<file path="config.mk">
export PLATFORM = sky130hd
export DESIGN_NAME = aes_block_sequencer
export DESIGN_NICKNAME = d
export VERILOG_FILES = /design/src/rtl/aes_block_sequencer.sv
export SDC_FILE = /design/constraint.sdc
export NUM_CORES = 1
export LEC_CHECK = 0
export BUFFER_PORTS_ARGS = -buffer_cell sky130_fd_sc_hd__buf_4
export CORE_MARGIN = 2
export CORE_UTILIZATION = 25
export DETAILED_ROUTE_END_ITERATION = 8
export GPL_TIMING_DRIVEN = 1
export PLACE_DENSITY_LB_ADDON = 0.25
export SLEW_MARGIN = 15
export SYNTH_ARGS = -nofsm -noshare
export SYNTH_HDL_FRONTEND = slang
export SYNTH_SLANG_ARGS = --single-unit
export TNS_END_PERCENT = 5
</file>
<file path="constraint.sdc">
create_clock -name clk -period 9.35 [get_ports clk]
set_clock_uncertainty 0.1 [all_clocks]
set_input_delay 2.3375 -clock clk [delete_from_list [all_inputs] [get_ports clk]]
set_output_delay 2.3375 -clock clk [all_outputs]
set_load 0.05 [all_outputs]
</file>
<file path="src/rtl/aes_block_sequencer.sv">
// Queues assembled 128-bit blocks, issues them one at a time to the AES core
// and holds the latest result for 32-bit bus readback.
module aes_block_sequencer #(
  parameter int DEPTH = 4,
  parameter int CNT_W = 8
) (
  input  logic             clk,
  input  logic             reset,
  input  logic [127:0]     in_data,
  input  logic             in_valid,
  output logic             in_full,
  output logic [127:0]     aes_data,
  output logic             aes_start,
  input  logic             aes_busy,
  input  logic             aes_done,
  input  logic [127:0]     aes_result,
  input  logic [1:0]       rd_addr,
  output logic [31:0]      rd_data,
  output logic             result_valid,
  output logic [CNT_W-1:0] blk_count,
  output logic             overflow
);

  localparam int AW = $clog2(DEPTH);
  localparam logic [AW:0] FULL_CNT = (AW+1)'(DEPTH);

  typedef enum logic [1:0] {IDLE, ISSUE, WAIT} state_t;

  state_t         state, state_next;
  logic [127:0]   mem [DEPTH];
  logic [AW-1:0]  wr_ptr, rd_ptr;
  logic [AW:0]    count, count_next;
  logic [127:0]   result;
  logic           fifo_full, fifo_empty;
  logic           push, pop, drop, capture;

  assign fifo_full  = (count == FULL_CNT);
  assign fifo_empty = (count == '0);

  always_comb begin
    state_next = state;
    pop        = 1'b0;
    capture    = 1'b0;
    case (state)
      IDLE: begin
        if (!fifo_empty && !aes_busy) begin
          pop        = 1'b1;
          state_next = ISSUE;
        end
      end
      ISSUE: state_next = WAIT;
      WAIT: begin
        if (aes_done) begin
          capture    = 1'b1;
          state_next = IDLE;
        end
      end
      default: state_next = IDLE;
    endcase
  end

  // A pop in the same cycle frees the slot, so a push into a full FIFO is still accepted.
  assign push = in_valid && (!fifo_full || pop);
  assign drop = in_valid && fifo_full && !pop;

  always_comb begin
    count_next = count;
    if (push && !pop)
      count_next = count + 1'b1;
    else if (pop && !push)
      count_next = count - 1'b1;
  end

  always_ff @(posedge clk or negedge reset) begin
    if (!reset)
      state <= IDLE;
    else
      state <= state_next;
  end

  always_ff @(posedge clk) begin
    if (push)
      mem[wr_ptr] <= in_data;
  end

  always_ff @(posedge clk or negedge reset) begin
    if (!reset) begin
      wr_ptr   <= '0;
      rd_ptr   <= '0;
      count    <= '0;
      in_full  <= 1'b0;
      overflow <= 1'b0;
    end else begin
      if (push)
        wr_ptr <= wr_ptr + 1'b1;
      if (pop)
        rd_ptr <= rd_ptr + 1'b1;
      count   <= count_next;
      in_full <= (count_next == FULL_CNT);
      if (drop)
        overflow <= 1'b1;
    end
  end

  always_ff @(posedge clk or negedge reset) begin
    if (!reset) begin
      aes_data     <= '0;
      aes_start    <= 1'b0;
      result       <= '0;
      result_valid <= 1'b0;
      blk_count    <= '0;
    end else begin
      aes_start <= pop;
      if (pop) begin
        aes_data     <= mem[rd_ptr];
        result_valid <= 1'b0;
      end
      if (capture) begin
        result       <= aes_result;
        result_valid <= 1'b1;
        blk_count    <= blk_count + 1'b1;
      end
    end
  end

  always_comb begin
    rd_data = result[127:96];
    case (rd_addr)
      2'd0: rd_data = result[127:96];
      2'd1: rd_data = result[95:64];
      2'd2: rd_data = result[63:32];
      2'd3: rd_data = result[31:0];
      default: rd_data = result[127:96];
    endcase
  end

endmodule

</file>
==> results of run 1 <==
power by group through the flow:
| stage | combinational, mW | sequential [mW] | clock [mW] |
|---|---|---|---|
| 2_1_floorplan | 2.25 | 6.15 | 0 |
| 3_5_place_dp | 4.61 | 5.38 | 0 |
| 3_3_place_gp | 4.56 | 5.34 | 0 |
| 6_report | 4.49 | 5.30 | 3.67 |
| 5_1_grt | 4.89 | 5.41 | 3.93 |
| 4_1_cts | 4.62 | 5.32 | 3.80 |
stage by stage:
step	std cells	total power, mW	setup WS (ps)	area, um2
finish	3961	13.5	3230	37900
global route	3961	14.2	3130	37900
CTS	3961	13.7	3180	37900
detailed placement	3788	9.99	3190	34800
global placement	3788	9.91	3220	34800
floorplan	1896	8.40	2710	29800
final cells by class:
class	count	area [um2]	share of cell area
Tap cell	1536	1920	0.0507
Clock inverter	45	544	0.0144
Multi-Input combinational cell	1004	7050	0.186
Sequential cell	789	22300	0.588
Timing Repair Buffer	451	3460	0.0911
Inverter	8	35.0	0.000924
Clock buffer	128	2610	0.0688
state kept, by name (all words and copies together), names as in the netlist:
signal        flops
count             3
overflow          1
rd_ptr            2
in_full           1
mem             512
state             2
aes_data        128
result          128
result_valid      1
wr_ptr            2
aes_start         1
blk_count         8
metal layers:
layer  GRT usage  wire [um]
met2       0.213      37800
met5           0        106
met3      0.0535       6990
met4      0.0373       1750
met1       0.149      31300
worst reg2reg max path, stage by stage (launching register included):
cell      delay (ps)
dfrtp_1          450
inv_1             90
ha_1             290
nand2b_1         220
nand2_4          340
inv_6            670
buf_4            860
nand2_1          180
xnor2_1          160
worst max path at each step:
stage                             end  slack [ps]  cells after the start
after floorplan             mem[0][0]        2710                      3
after global placement     rd_data[6]        3220                      3
after detailed placement  rd_data[10]        3190                      3
after CTS                 rd_data[10]        3180                      3
after global routing       rd_data[3]        3130                      3
final                     rd_data[10]        3230                      3
logic make-up (layout without fill, tap and decap cells):
kind of cell,count (synthesis),count (layout),synth area share
xor gates and xnor gates,11,11,0.00324
buffers and inverters,103,632,0.0146
and+or+nand+nor,809,809,0.104
muxes,161,161,0.121
adders and majority gates,9,9,0.00370
AOI/OAI and AO/OA,14,14,0.00336
DFF,789,789,0.749
Yosys cell counts, types with 4 or more instances:
cell      number  area share
inv_1          8      0.0010
xnor2_1       10      0.0029
and2_1         4     0.00084
dfrtp_1      277        0.23
clkbuf_1      49      0.0062
buf_2         32      0.0054
buf_1         13      0.0016
nand2_1      784       0.099
edfxtp_1     512        0.52
mux4_2       160        0.12
ha_1           8      0.0034
==> impl_metrics.toml, run 1 <==
[outcome]
outcome = "finished clean"

[final_layout]
final.fill_count = 11600
utilization = 0.321
antenna_cells = 0
area_growth_pct = 27.4
final_common_cell = "nand2_1"
drive_gt1_frac = 0.317
final_cell_mix = "783 x nand2_1, 512 x edfxtp_1, 445 x buf_4"
nNetsFinal = 2618

[die]
fp.dieH_um = 349
io_pins = 435
core.rowCount = 126
die_area_um2 = 122000
initial_core_util = 0.252
core_area_um2 = 118000
die_x_um = 349

[sta]
fmax_mhz = 163
timing.hold.ws_ps = 370
fin_setup_tns_ps = 0
rsz0062_at_grt = "no"
worstMarginPinSlew_ps = 1060
finalHoldViolCount = 0
drv_slew = 0
final.min_clock_period_ps = 6120
max-slew-margin-rel = 0.294
min_period_over_period = 0.654
setup_violations = 0

[worst_setup_path]
r2r-end = "rd_ptr[1]"
crit_path_frequent_cell = "buf_4"
crit_path_end_kind = "primary output"
slowest_delay_ps = 600
start_kind = "input pin"
crit_type = "in2out"
r2r_slack_ps = 5860
crit_buf_inv = 2
reg2regPathDepth = 8
crit_path_start = "rd_addr[0]"
cp_top_family = "buffers and inverters"
critPathRequiredTime_ps = 6910
critPathArrivalTime_ps = 3680
worstPathCellList = "buf_4, mux4_2, buf_4"
reg2reg_from = "count[1]"
critPathMaxFanout = 32
crit_path_top_delay_cell = "mux4_2"

[routing]
vias_per_cell = 4.29
wirelength_um = 77900
drcViolationCount = 0
antenna_left = 0
drtPass1Iterations = 5
first_iter_violations = 881
wl_per_cell_um = 19.7
vias = 17000

[synth]
synth_area_um2 = 29800
async_flop_share = 0.351
syn_inst = 1896
ys_ff_latch = 789
yosysUniqueCellTypes = 40
seq_area_frac_synth = 0.749
yosysWarnings = 0
syn-num-nets = 2167
ys.flop_type = "edfxtp_1"
avgSynthCellArea_um2 = 15.7
synth_edf_count = 512

[power_and_ir_drop]
p_leak_nw = 15.4
p_clk_frac = 0.273
comb_power_share = 0.333
vdd_drop_max_v = 0.000247
p_switching_mw = 4.92
power_frac_seq = 0.394
sw_frac_of_total = 0.366
pwr_density_cell_nw_per_um2 = 355
intPower_mw = 8.54

[clock_network]
cts_made_buffers = 93
cts_resized = 0
h-tree-depth = 3
insertion_delay_ps = 690
clk_pin_slew_ps = 50
cts_post_setup_buffers_inserted = 0
cts.sinks = 789
cts_root_buffer = "clkbuf_16"
cts_tree = "built"
cts_buffer_depth = 3
postCtsHoldBufs = 0

[run]
cap_viol_max_count = 0

[placed_design]
dp_hpwl_um = 45400
globalplace.congestion = 0.819
io_buffers = 434

[grt]
grt_pass1_vias = 18600
grt-ovfl-total = 0
grt_util_all_layers = 0.127
antenna_found_initial = 11
grt_max_degree = 129
grt_pass1_wl_um = 116000

[min_path]
hold_depth = 2
min_from = "result[114]"
hold_class = "reg2reg"
hold_path_end = "result[114]"
Note: power is estimated with default switching activity, not from simulation.
==> run 2, diff against run 1 <==
==> constraint.sdc (replaced) <==
create_clock -name clk -period 5 [get_ports clk]
set_clock_uncertainty 0.1 [all_clocks]
set_input_delay 1.25 -clock clk [delete_from_list [all_inputs] [get_ports clk]]
set_output_delay 1.25 -clock clk [all_outputs]
set_load 0.05 [all_outputs]
==> impl_metrics.toml, run 2 (same netlist as run 1, synthesis figures left out) <==
[power_and_ir_drop]
p_leak_nw = 15.4
pwr_density_cell_nw_per_um2 = 659
total_power_mw = 25.0
vdd_drop_max_v = 0.000326

[worst_setup_path]
crit_path_end_kind = "primary output"
crit_type = "in2out"
r2r_slack_ps = 2000
crit_path_start = "rd_addr[0]"
reg2reg_from = "count[1]"
critPathArrivalTime_ps = 2630
r2r-end = "mem[0][80]"
reg2regPathDepth = 5
critPathMaxFanout = 32
critPathRequiredTime_ps = 3650
start_kind = "input pin"

[die]
core_area_um2 = 118000
die_area_um2 = 122000
fp.dieH_um = 349
die_x_um = 349
core.rowCount = 126
io_pins = 435
initial_core_util = 0.252

[final_layout]
drive_gt1_frac = 0.319
utilization = 0.322
seq_area_um2 = 22300
largestRegisters = "mem: 512 flops, aes_data: 128 flops, result: 128 flops"
final_common_cell = "nand2_1"
largest_register = "mem"
largest_reg_flops = 512
multi_input_area_um2 = 7050
area_growth_pct = 27.8
nNetsFinal = 2628
final_cell_mix = "783 x nand2_1, 512 x edfxtp_1, 445 x buf_4"
final.fill_count = 11600

[sta]
timing.hold.ws_ps = 372
worstMarginPinSlew_ps = 937
min_period_over_period = 0.797
drv_slew = 0
finalHoldViolCount = 0
max-slew-margin-rel = 0.376
rsz0062_at_grt = "no"
final.min_clock_period_ps = 3980
setup_violations = 0
fmax_mhz = 251

[clock_network]
clk_pin_slew_ps = 50
postCtsHoldBufs = 0
cts_root_buffer = "clkbuf_16"
cts_tree = "built"
h-tree-depth = 3
cts_buffer_depth = 3
cts.sinks = 789
cts_made_buffers = 90
insertion_delay_ps = 660
cts_post_setup_buffers_inserted = 0
cts_resized = 0

[placed_design]
globalplace.congestion = 0.834
io_buffers = 434
dp_hpwl_um = 50400

[routing]
wl_per_cell_um = 20.3
antenna_left = 0
first_iter_violations = 953
vias = 17100
drtPass1Iterations = 4
wirelength_um = 80500
vias_per_cell = 4.31
drcViolationCount = 0

[min_path]
hold_class = "reg2reg"
hold_depth = 2
hold_path_end = "result[44]"
min_from = "result[44]"

[grt]
grtUsageMet2 = 0.216
antenna_found_initial = 19
grt_util_all_layers = 0.131
grt_pass1_vias = 18600
grt_pass1_wl_um = 120000
grt-busiest-layer = "met2"
grt_max_degree = 129
grt_use_met1 = 0.158
grt.met3_usage = 0.0508
grt-ovfl-total = 0

[outcome]
outcome = "finished clean"

[run]
cap_viol_max_count = 0
## run 2: area by class of cell
| cell class | instances | area share |
|---|---|---|
| Antenna cell | 3 | 0.000197 |
| Clock buffer | 119 | 0.0653 |
| Clock inverter | 49 | 0.0132 |
| Inverter | 8 | 0.000921 |
| Multi-Input combinational cell | 1004 | 0.185 |
| Sequential cell | 789 | 0.587 |
| Tap cell | 1536 | 0.0505 |
| Timing Repair Buffer | 464 | 0.0977 |
## run 2: critical path: stages
cell and delay (ps):
buf_4 530, mux4_2 610, buf_4 210
## run 2: through the flow
step	setup TNS (ps)	worst slack [ps]	std cells	cell area, um2
after floorplan	-213530	-556	1896	29800
after global placement	0	1020	3801	35000
after detailed placement	0	979	3801	35000
after CTS	0	978	3969	38000
after global routing	0	904	3969	38000
final	0	1020	3972	38000
## run 2: per-layer routing
layer	vias up	wire, um
met1	8727	32500
met3	145	7230
met5	-	188
li1	7686	-
met2	514	38400
met4	32	2260
## run 2: how the worst max path moves through the flow
stage	cells past startpoint	slack, ps	endpoint
6_report	3	1020	rd_data[19]
5_1_grt	3	900	rd_data[29]
3_5_place_dp	3	980	rd_data[18]
3_3_place_gp	3	1020	rd_data[22]
4_1_cts	3	980	rd_data[18]
2_1_floorplan	3	-560	mem[0][0]
## run 2: report_power, final
group / leakage [nW] / internal (mW) / switching (mW)
sequential: 8.15 / 8.93 / 0.963
combinational: 5.81 / 3.02 / 5.56
clock: 1.45 / 3.84 / 2.74
total: 15.4 / 15.8 / 9.26
